**src/rtl/inst_queue_pkg.sv**
```systemverilog
// Shared IF/ID definitions: entry layout, exception-type bit indices, widths.
package inst_queue_pkg;

    localparam int EXC_W       = 15;
    localparam int IF_ID_BUS_W = 79;

    // Exception-type bit indices inside exc_type
    localparam int TYPE_SYS  = 0;
    localparam int TYPE_ADEF = 1;
    localparam int TYPE_ALE  = 2;
    localparam int TYPE_BRK  = 3;
    localparam int TYPE_INE  = 4;
    localparam int TYPE_INT  = 5;
    localparam int TYPE_ERTN = 6;
    localparam int TYPE_TLBR = 7;
    localparam int TYPE_PIL  = 8;
    localparam int TYPE_PIS  = 9;
    localparam int TYPE_PIF  = 10;
    localparam int TYPE_PME  = 11;
    localparam int TYPE_PPIF = 12;
    localparam int TYPE_ADEM = 13;
    localparam int TYPE_PPIM = 14;

    // One queued fetch entry, MSB-first as carried on the IF->ID bus
    typedef struct packed {
        logic [EXC_W-1:0] exc_type;
        logic [31:0]      pc;
        logic [31:0]      inst;
    } iq_entry_t;

endpackage

```
**src/rtl/inst_queue.sv**
```systemverilog
// Instruction queue between IF and ID. Circular buffer of DEPTH entries;
// flush/branch-cancel discard everything queued (wrong-path fetches).
module inst_queue
    import inst_queue_pkg::*;
#(
    parameter  int DEPTH = 4,
    parameter  int WIDTH = IF_ID_BUS_W,
    localparam int PTR_W = $clog2(DEPTH)
) (
    input  logic             clk,
    input  logic             resetn,
    input  logic             IF_to_IQ_valid,
    input  logic [WIDTH-1:0] IF_to_IQ_bus,
    output logic             IQ_allow_in,
    output logic             IQ_to_ID_valid,
    output logic [WIDTH-1:0] IQ_to_ID_bus,
    input  logic             ID_allow_in,
    input  logic             flush,
    input  logic             br_cancel,
    output logic [PTR_W:0]   iq_count
);

    localparam logic [PTR_W:0] FULL_CNT = (PTR_W+1)'(DEPTH);

    logic [PTR_W-1:0] head_q, head_d;
    logic [PTR_W-1:0] tail_q, tail_d;
    logic [PTR_W:0]   count_q, count_d;
    logic [WIDTH-1:0] mem_q [DEPTH];

    logic clear, enq, deq;

    // Handshakes: allow_in only looks at occupancy, so ID never reaches IF combinationally
    assign clear          = flush | br_cancel;
    assign IQ_allow_in    = (count_q != FULL_CNT);
    assign IQ_to_ID_valid = (count_q != '0) & ~clear;
    assign enq            = IF_to_IQ_valid & IQ_allow_in & ~clear;
    assign deq            = IQ_to_ID_valid & ID_allow_in;
    assign IQ_to_ID_bus   = IQ_to_ID_valid ? mem_q[head_q] : '0;
    assign iq_count       = count_q;

    // Next-state for pointers and occupancy; clear wins over everything
    always_comb begin
        head_d  = head_q;
        tail_d  = tail_q;
        count_d = count_q;
        if (clear) begin
            head_d  = '0;
            tail_d  = '0;
            count_d = '0;
        end else begin
            if (enq) tail_d = tail_q + PTR_W'(1);
            if (deq) head_d = head_q + PTR_W'(1);
            if (enq && !deq)      count_d = count_q + (PTR_W+1)'(1);
            else if (deq && !enq) count_d = count_q - (PTR_W+1)'(1);
        end
    end

    // Pointer/count registers
    always_ff @(posedge clk or negedge resetn) begin
        if (!resetn) begin
            head_q  <= '0;
            tail_q  <= '0;
            count_q <= '0;
        end else begin
            head_q  <= head_d;
            tail_q  <= tail_d;
            count_q <= count_d;
        end
    end

    // Entry storage, deliberately not reset; validity is tracked by count_q
    always_ff @(posedge clk) begin
        if (enq) mem_q[tail_q] <= IF_to_IQ_bus;
    end

endmodule

```
**config.mk**
```make
export PLATFORM = sky130hd
export DESIGN_NAME = inst_queue
export DESIGN_NICKNAME = d
export VERILOG_FILES = /design/src/rtl/inst_queue_pkg.sv /design/src/rtl/inst_queue.sv
export SDC_FILE = /design/constraint.sdc
export NUM_CORES = 1
export LEC_CHECK = 0
export BUFFER_PORTS_ARGS = -buffer_cell sky130_fd_sc_hd__buf_4
export CAP_MARGIN = 20
export CORE_MARGIN = 3
export CORE_UTILIZATION = 57
export DETAILED_ROUTE_END_ITERATION = 16
export PLACE_DENSITY = 0.78
export SYNTH_ARGS = -nofsm -noshare
export SYNTH_HDL_FRONTEND = slang
export SYNTH_SLANG_ARGS = --single-unit
export TNS_END_PERCENT = 100
```
**constraint.sdc**
```tcl
create_clock -name clk -period 4.5 [get_ports clk]
set_input_delay 0.45 -clock clk [delete_from_list [all_inputs] [get_ports clk]]
set_output_delay 0.45 -clock clk [all_outputs]
set_load 0.01 [all_outputs]
```
---- Word level (Yosys, flattened, before mapping) ----
Memories as Yosys holds them, arrays and structs flattened.
Index checks and enable logic that the tools add are counted.
storage, ports and cells
  input bits .............................. 85
  memories ................................ 1
  bits in writable memories ............... 316
  word-level logic and storage cells ...... 33
  register bits after elaboration ......... 7
cells by class
  reductions and logical operators ........ 8
  bitwise gates (word level) .............. 6
  $add $sub $neg .......................... 4
  multiplexer cells ....................... 10
  equality and inequality tests ........... 1
memory list
  memory  depth  width  read ports  clocked after Yosys merged registers in  wr ports  RTL line          text
  mem_q   4      79     1           0                                        1         inst_queue.sv:28  logic [WIDTH-1:0] mem_q [DEPTH];
operators with widths
  kind                   count
  $mux W79               1
  $mux W3                3
  $mux W2                4
  $reduce_bool A3 Y1     2
  $add A2 B1 Y2 const B  2
  $and A1 B1 Y1          4
  $reduce_bool A2 Y1     2
  $add A3 B1 Y3 const B  1
  $ne A3 B3 Y1 const B   1
  $sub A3 B1 Y3 const B  1
  $logic_and A1 B1 Y1    2
  $logic_not A1 Y1       2
  $mux W1                2
  $not A1 Y1             1
  $or A1 B1 Y1           1

---- Longest topological paths before layout ----
Gate-level depths: netlist of the first run.
  depth after elaboration ................. 8
  depth in mapped cells ................... 8

---- Worst setup path before layout of the first run ----
No wires, ideal clock.
  path type ............................... input -> register
  from .................................... input port br_cancel
  to ...................................... memory mem_q[0][0] (netlist name) (enable)
  arrival time ............................ 2,918 ps
  setup time .............................. 446 ps
  setup slack ............................. 1,136 ps
  stages on the path ...................... 4
  path buffers ............................ 1
  cells stage by stage .................... or2_2 clkbuf_1 nor2_1 and2_1
between the ends
  longest elaborated chain between the ends .. 5
ends and longest elaborated chain
  item                           RTL line          text
  start: declaration             inst_queue.sv:19  input logic br_cancel,
  $or A1 B1 Y1                   inst_queue.sv:33  assign clear = flush | br_cancel;
  $not A1 Y1                     inst_queue.sv:36  assign enq = IF_to_IQ_valid & IQ_allow_in & ~clear;
  $and A1 B1 Y1                  inst_queue.sv:36
  $mux W1                        inst_queue.sv:73  if (enq) mem_q[tail_q] <= IF_to_IQ_bus;
  $mux W1 (implied by the code)  inst_queue.sv:73
  end: declaration               inst_queue.sv:28
No other way between the ends.

---- Worst setup path in the final report of the first run ----
  from .................................... register head_q[0]
  to ...................................... output port IQ_to_ID_bus[63]
between the ends
  longest elaborated chain between the ends .. 2
ends and longest elaborated chain
  item                      RTL line          text
  start: declaration        inst_queue.sv:25  logic [PTR_W-1:0] head_q, head_d;
  start signal: assignment  inst_queue.sv:61  head_q <= '0;
  start signal: assignment  inst_queue.sv:65  head_q <= head_d;
  $mem_v2 Z4 W79            -
  $mux W79                  inst_queue.sv:38  assign IQ_to_ID_bus = IQ_to_ID_valid ? mem_q[head_q] : '0;
  end: declaration          inst_queue.sv:16  output logic [WIDTH-1:0] IQ_to_ID_bus,
No other way between the ends.

==> key figures, run 1 <==
Clock tree
  – CTS clk-pin slew, worst paths: 0.06 ns
  – Root Buffer: clkbuf_16
  – Clk buf depth: 3
  – CTS tree: done
  – Htree depth: 1
  – Post-CTS resize count: 0
  – Clk_lat worst skew: roughly 0.55 ns
  – Num Clock Sinks: 323
  – CTS Buf Count: 31

STA
  – Total negative slack: 0 ns
  – Setup Skew: 0.02163 ns
  – Slew Limit Fails: 0
  – Worst hold slack: 0.09392 ns
  – Slew @ Worst Pin: 0.9563 ns
  – Setup ws final: 1.315 ns
  – Final Cycle Share: 70.77%
  – Minimum clock period: 3.185 ns
  – Rel. slew slack: 36.24%
  – Final hold vios: 0
  – Peak Freq: 314.0 MHz
  – RSZ-0062 raised after global routing: no
  – Finish-stage setup viols: 0

Critical path
  – Crit path capture type: output pin
  – CP startpoint kind: register
  – Critical setup path kind: register to output pin
  – WP data required: 4.05 ns
  – Maximum fanout along the worst path: 33
  – Crit path arrival time: about 2.7 ns

Yosys
  – Post-synthesis cell count: 568
  – Syn_nets: ~660
  – Avg Cell Area, Syn: around 22 um^2
  – Yosys cell types: 28
  – Yosys reg bits: 323
  – Seq/Total Area, Yosys: 76.91%
  – Synthesized cell area: ~13000 um^2
  – Synth top area share: 75.52%
  – Synth area leader: edfxtp_1
  – Top post-synthesis cells by area: edfxtp_1 (76%), mux4_2 (14%), and3_1 (3.9%), dfrtp_1 (1.4%), buf_12 (1.1%)
  – Synth warn: 0

Global route
  – Global route overflow: 0
  – GR Util All Layers: 20.87%
  – First-pass GRT wire length: approximately 38000 um
  – Vias in the first global route: approximately 6600
  – Largest net degree at the start of global routing: 84
  – Initial antenna violation count: 2

Die
  – Initial Utilization: about three fifths
  – DIE AREA: between 20000 and 25000 um^2
  – Die Ht: 154.5 um
  – # IOs: 169
  – Die width: approximately 150 um
  – Core area: 21350 um^2
  – Row count: 53

Final layout
  – Commonest non-fill, non-tap cell in the layout: edfxtp_1
  – Layout area overhead: 19.87%
  – Layout cells sized above 1: 41.12%
  – Fin cells: between 1000 and 1500
  – Nets: around 840
  – Post-layout util: 70.54%
  – Most frequent cells in the layout: edfxtp_1 (316), buf_4 (179), mux4_2 (79), and3_1 (79), clkbuf_16 (31)
  – Antenna fix cells: 0

Power
  – Clk pwr share: 40.8%
  – Gate power share: 5.3%
  – Sw Pwr: 1234 uW
  – Peak VDD IR: 0.3716 mV
  – Flop pwr share: 53.9%
  – Lkg Pwr: 0.005381 uW
  – Power per cell area: between 400 and 500 nW/um^2
  – Sw Share: approximately a fifth
  – Pint: about 5000 uW

Detailed routing
  – Residual DRC: 0
  – Vias per Instance: 5.906
  – Iteration-0 DRC Markers: 435
  – Antenna-violating nets left: 0
  – Via count: 6178
  – Final wirelength: 24520 um
  – First drt pass iteration count: 5
  – Drt wl/cell: 23.44 um

Place
  – Final GP Congestion: roughly 0.77
  – DP Cell Count: roughly 1000
  – Port Buf Inserts: 168
  – Final HPWL DP: 14800 um
  – Setup WS pre-CTS: roughly 1.7 ns

Job
  – MaxCap Viol Count: 0

Worst hold path
  – Hold Crit Class: input port to register

Run status
  – Outcome: finished clean
state kept, by name, indices dropped and copies added, names as in the netlist:
signal,flops
tail_q,2
iq_count,3
head_q,2
mem_q,316
worst paths after layout:
check | start | to | slack [ns] | cells after the start
max in group asynchronous | resetn | head_q[0] | 4.10 | 2
worst min-delay path | IF_to_IQ_bus[16] | mem_q[0][16] | 0.09 | 1
worst max register to register | iq_count[1] | iq_count[2] | 1.80 | 8
worst min register to register | tail_q[1] | tail_q[1] | 0.62 | 2
worst max-delay path | head_q[0] | IQ_to_ID_bus[63] | 1.32 | 4
min in group asynchronous | resetn | iq_count[1] | 0.25 | 2
per-stage QoR:
stage,instance area [um^2],total power [uW]
floorplan,12570,3588
global placement,14020,3736
detailed placement,14050,3754
CTS,15060,6270
global route,15060,6432
finish,15060,6225
worst max-delay path, stage by stage, from the launching register on:
cell and delay [ns]:
dfrtp_4 0.85, buf_4 0.43, mux4_2 0.55, and3_1 0.20, buf_4 0.14
final cells by class:
class | instances | area (um^2)
sequential | 323 | 9672
fill | 1291 | 6290
multi-input combinational | 203 | 2623
timing repair buffer | 182 | 1401
clock buffer | 37 | 798.3
tap | 275 | 344.1
clock inverter | 21 | 206.4
inverter | 5 | 18.77
Yosys cell counts:
master      n
buf_6       2
nand3_2     1
o32ai_1     1
a22oi_1     1
o32ai_2     1
fa_1        1
or2_2       1
nand2_1     4
nand3_1     4
buf_2       9
ha_1        4
and3_1     79
mux2i_1     2
or3b_4      1
nor3b_1     3
o21ai_0     4
xor2_1      1
dfrtp_1     7
inv_1       5
a21oi_1     3
mux4_2     79
clkbuf_1   19
xnor2_1     3
edfxtp_1  316
and2_1      5
nor2_1      4
or3_1       1
buf_12      7
cells by family after synthesis:
| kind of cell | Yosys count | share of synthesized area (%) |
|---|---|---|
| XOR/XNOR | 4 | 0.2789 |
| flip-flops | 323 | 76.91 |
| adder cells (fa/ha/maj) | 5 | 0.5576 |
| multiplexers | 81 | 14.32 |
| buffers and inverters | 42 | 2.370 |
| AO/OA/AOI/OAI | 10 | 0.5377 |
| AND/OR/NAND/NOR | 103 | 5.028 |
metal layers:
layer  GRT usage [%]  routed length (um)  vias up
met3           4.589                1597       40
met1           29.07                9993     3197
met4           5.088                 437        4
li1                -                   -     2719
met5               0                  40        -
met2           34.55               12450      218
timing repair:
| item | CTS | global route |
|---|---|---|
| hold buffers | 1 | 0 |
| buffers inserted | 0 | 0 |
| hold endpoints to repair | 7 | 0 |
power by group through the flow:
stage          Combinational [uW]  Clock [uW]  Sequential (uW)
3_5_place_dp                  333           0             3420
6_report                      330        2540             3360
4_1_cts                       334        2580             3360
3_3_place_gp                  318           0             3420
5_1_grt                       358        2720             3360
2_1_floorplan                 174           0             3410
Power figures use the tool's default switching activity.
==> run 2, diff against run 1 <==
--- a/config.mk
+++ b/config.mk
@@ -8,9 +8,9 @@
 export BUFFER_PORTS_ARGS = -buffer_cell sky130_fd_sc_hd__buf_4
 export CAP_MARGIN = 20
 export CORE_MARGIN = 3
-export CORE_UTILIZATION = 57
+export CORE_UTILIZATION = 52
 export DETAILED_ROUTE_END_ITERATION = 16
-export PLACE_DENSITY = 0.78
+export PLACE_DENSITY = 0.75
 export SYNTH_ARGS = -nofsm -noshare
 export SYNTH_HDL_FRONTEND = slang
 export SYNTH_SLANG_ARGS = --single-unit
==> constraint.sdc (replaced) <==
create_clock -name clk -period 2.9 [get_ports clk]
set_input_delay 0.29 -clock clk [delete_from_list [all_inputs] [get_ports clk]]
set_output_delay 0.29 -clock clk [all_outputs]
set_load 0.01 [all_outputs]
==> run 2 against run 1 <==
Die area is 9.2% higher. Total power up 53%. Non-clock buffer count is 82 higher. Register-to-register slack worse by 1.1 ns. Cell area rose by 5.7%. Core utilization fell by 3.1 points. Clock power is 46% higher. Sequential share of layout area shrank 3.5 points. Combinational power rose by 89%. Critical path type unchanged. Critical endpoint is now IQ_to_ID_bus[12]. Largest power group unchanged.
==> key figures, run 2 (synthesis results as in run 1) <==
Detailed routing
  – Met2 WL: 13040 um (was 12450 um)
  – Residual DRC: 0 (unchanged)
  – Final wirelength: 25230 um (was 24520 um)
  – Top layer in use: met4 (was met5)
  – WL met1: 10560 um (was 9993 um)
  – Vias per Instance: 5.524 (was 5.906)
  – Met3 wire length: 1249 um (was 1597 um)
  – Antenna-violating nets left: 0 (unchanged)
  – Via count: 6458 (was 6178)
  – Iteration-0 DRC Markers: 386 (was 435)
  – Drt wl/cell: 21.59 um (was 23.44 um)
  – First drt pass iteration count: 4 (was 5)

Die
  – Die width: 161.5 um (was 154.5 um)
  – Die Ht: 161.5 um (was 154.5 um)
  – Initial Utilization: 53.22% (was 58.85%)
  – Core area: 23610 um^2 (was 21350 um^2)
  – DIE AREA: 26070 um^2 (was 23860 um^2)
  – # IOs: 169 (unchanged)
  – Row count: 56 (was 53)

Clock tree
  – Root Buffer: clkbuf_16 (unchanged)
  – CTS Buf Count: 31 (unchanged)
  – Post-CTS setup buffers: 0 (unchanged)
  – Post-CTS resize count: 0 (unchanged)
  – Htree depth: 1 (unchanged)
  – Num Clock Sinks: 323 (unchanged)
  – CTS tree: done (unchanged)
  – Clk buf depth: 3 (unchanged)
  – CTS clk-pin slew, worst paths: 0.06 ns (about the same)
  – Clk_lat worst skew: 0.55 ns (about the same)

Critical path
  – Crit path arrival time: 2.31 ns (was 2.73 ns)
  – FF-to-FF path depth: 7 (was 8)
  – CP startpoint kind: register (unchanged)
  – Worst R2R Start: iq_count[1] (unchanged)
  – Slowest cell on crit path: mux4_2 (was dfrtp_4)
  – CP delay by family, top: multiplexers (was flip-flops)
  – Crit path capture type: output pin (unchanged)
  – Maximum fanout along the worst path: 47 (was 33)
  – Critical setup path kind: register to output pin (unchanged)
  – CP Buf/Inv Count: 2 (unchanged)
  – Critical Path Max Stage Delay: 0.57 ns (was 0.85 ns)
  – WP data required: 2.61 ns (was 4.05 ns)
  – Reg-to-reg endpoint: iq_count[2] (unchanged)
  – R2R setup slack: 0.66 ns (was 1.80 ns)
  – CP cell instances: buf_12, mux4_2, and3_1, buf_4 (was buf_4, mux4_2, and3_1, buf_4)

STA
  – Setup Skew: 0.01568 ns (was 0.02163 ns)
  – Slew Limit Fails: 0 (unchanged)
  – Final hold vios: 0 (unchanged)
  – Finish-stage setup viols: 0 (unchanged)
  – Minimum clock period: about 2.6 ns
  – RSZ-0062 raised after global routing: no (unchanged)
  – Final Cycle Share: 89.79%
  – Rel. slew slack: 46.31% (was 36.24%)
  – Setup ws final: 0.2962 ns (was 1.315 ns)
  – Slew @ Worst Pin: 0.8053 ns (was 0.9563 ns)
  – Peak Freq: 384.1 MHz
  – Total negative slack: 0 ns (unchanged)

Global route
  – Largest net degree at the start of global routing: 80 (was 84)
  – Vias in the first global route: 7182 (was 6612)
  – First-pass GRT wire length: 40080 um (was 38430 um)
  – Initial antenna violation count: 1 (was 2)
  – Global route overflow: 0 (unchanged)
  – GR Util All Layers: 19.64% (was 20.87%)

Power
  – Lkg Pwr: 0.005697 uW (was 0.005381 uW)
  – Peak VDD IR: 0.5317 mV (was 0.3716 mV)
  – Power per cell area: 599.2 nW/um^2 (was 413.2 nW/um^2)

Final layout
  – Nets: 918 (was 836)
  – Number of flip-flops in the largest register: 316 (unchanged)
  – FILL cells: 1506 (was 1291)
  – Most frequent cells in the layout: edfxtp_1 (316), buf_4 (177), dlygate4sd3_1 (80) (was edfxtp_1 (316), buf_4 (179), mux4_2 (79), and3_1 (79), clkbuf_16 (31))
  – Layout area overhead: 26.70% (was 19.87%)
  – Largest Register: mem_q (unchanged)
  – Commonest non-fill, non-tap cell in the layout: edfxtp_1 (unchanged)
  – Layout cells sized above 1: 37.46% (was 41.12%)

Worst hold path
  – Hold Path Stages: 4 (was 1)
  – Hold Startpoint: flush (was IF_to_IQ_bus[16])
  – WHS Endpoint: iq_count[0] (was mem_q[0][16])
  – Hold Crit Class: input port to register (unchanged)

Place
  – Port Buf Inserts: 168 (unchanged)
  – Setup WS pre-CTS: 0.7155 ns (was 1.711 ns)
  – Final HPWL DP: 14550 um (was 14800 um)
  – Final GP Congestion: 0.7084 (was 0.7726)

Job
  – MaxCap Viol Count: 0 (unchanged)

Run status
  – Outcome: finished clean (unchanged)
-- run 2: where the power goes --
part           switching, uW  total (uW)  internal [uW]
combinational            303         624            321
clock                   1600        3720           2120
sequential              17.1        5200           5180
total                   1920        9540           7620
-- run 2: metrics by stage --
stage | hold WS, ns | std cells | cell area (um^2) | total power, uW | util [%]
CTS | 0.03126 | 1168 | 15920 | 9626 | 67.41
global placement | 0.1060 | 1034 | 14180 | 5811 | 60.06
detailed placement | 0.1104 | 1034 | 14180 | 5836 | 60.06
floorplan | -0.005591 | 568 | 12570 | 5565 | -
global route | 0.06341 | 1169 | 15920 | 9870 | 67.42
finish | 0.06120 | 1169 | 15920 | 9540 | 67.42
-- run 2: worst max-delay path by stage --
stage,from,endpoint,slack (ns),cells past startpoint
finish,head_q[0],IQ_to_ID_bus[12],0.30,4
global route,head_q[0],IQ_to_ID_bus[12],0.17,4
global placement,head_q[0],IQ_to_ID_bus[11],0.82,4
detailed placement,iq_count[1],iq_count[2],0.72,7
floorplan,iq_count[2],mem_q[0][0],0.49,4
CTS,head_q[0],IQ_to_ID_bus[28],0.24,4
-- run 2: repair_timing --
action | 4_1_cts | 5_1_grt
hold buffers | 80 | 0
endpoints found under the hold margin | 323 | 0
setup endpoints to repair | 0 | 0
-- run 2: layer usage --
layer / GRT usage (%) / vias up
met5: 0 / -
li1: - / 2885
met2: 33.54 / 191
met3: 3.334 / 38
met1: 27.02 / 3344
met4: 4.497 / 0
-- run 2: layout make-up --
type                    count  area, um^2  area share [%]
diodes                      1       2.502         0.01572
inverters                   5       18.77          0.1179
multi-input cells         203        2623           16.47
well taps                 319       399.1           2.507
flip-flops and latches    323        9672           60.75
clock inverters            18       141.4          0.8881
clock buffers              36       794.5           4.991
repair buffers            264        2270           14.26
-- run 2: worst reg2reg max path, cell delays in order, from the launching register on --
cell	delay (ns)
dfrtp_1	0.44
or3b_4	0.46
nand3_2	0.13
a21oi_1	0.07
fa_1	0.45
o32ai_1	0.29
a22oi_1	0.15
a21oi_1	0.18
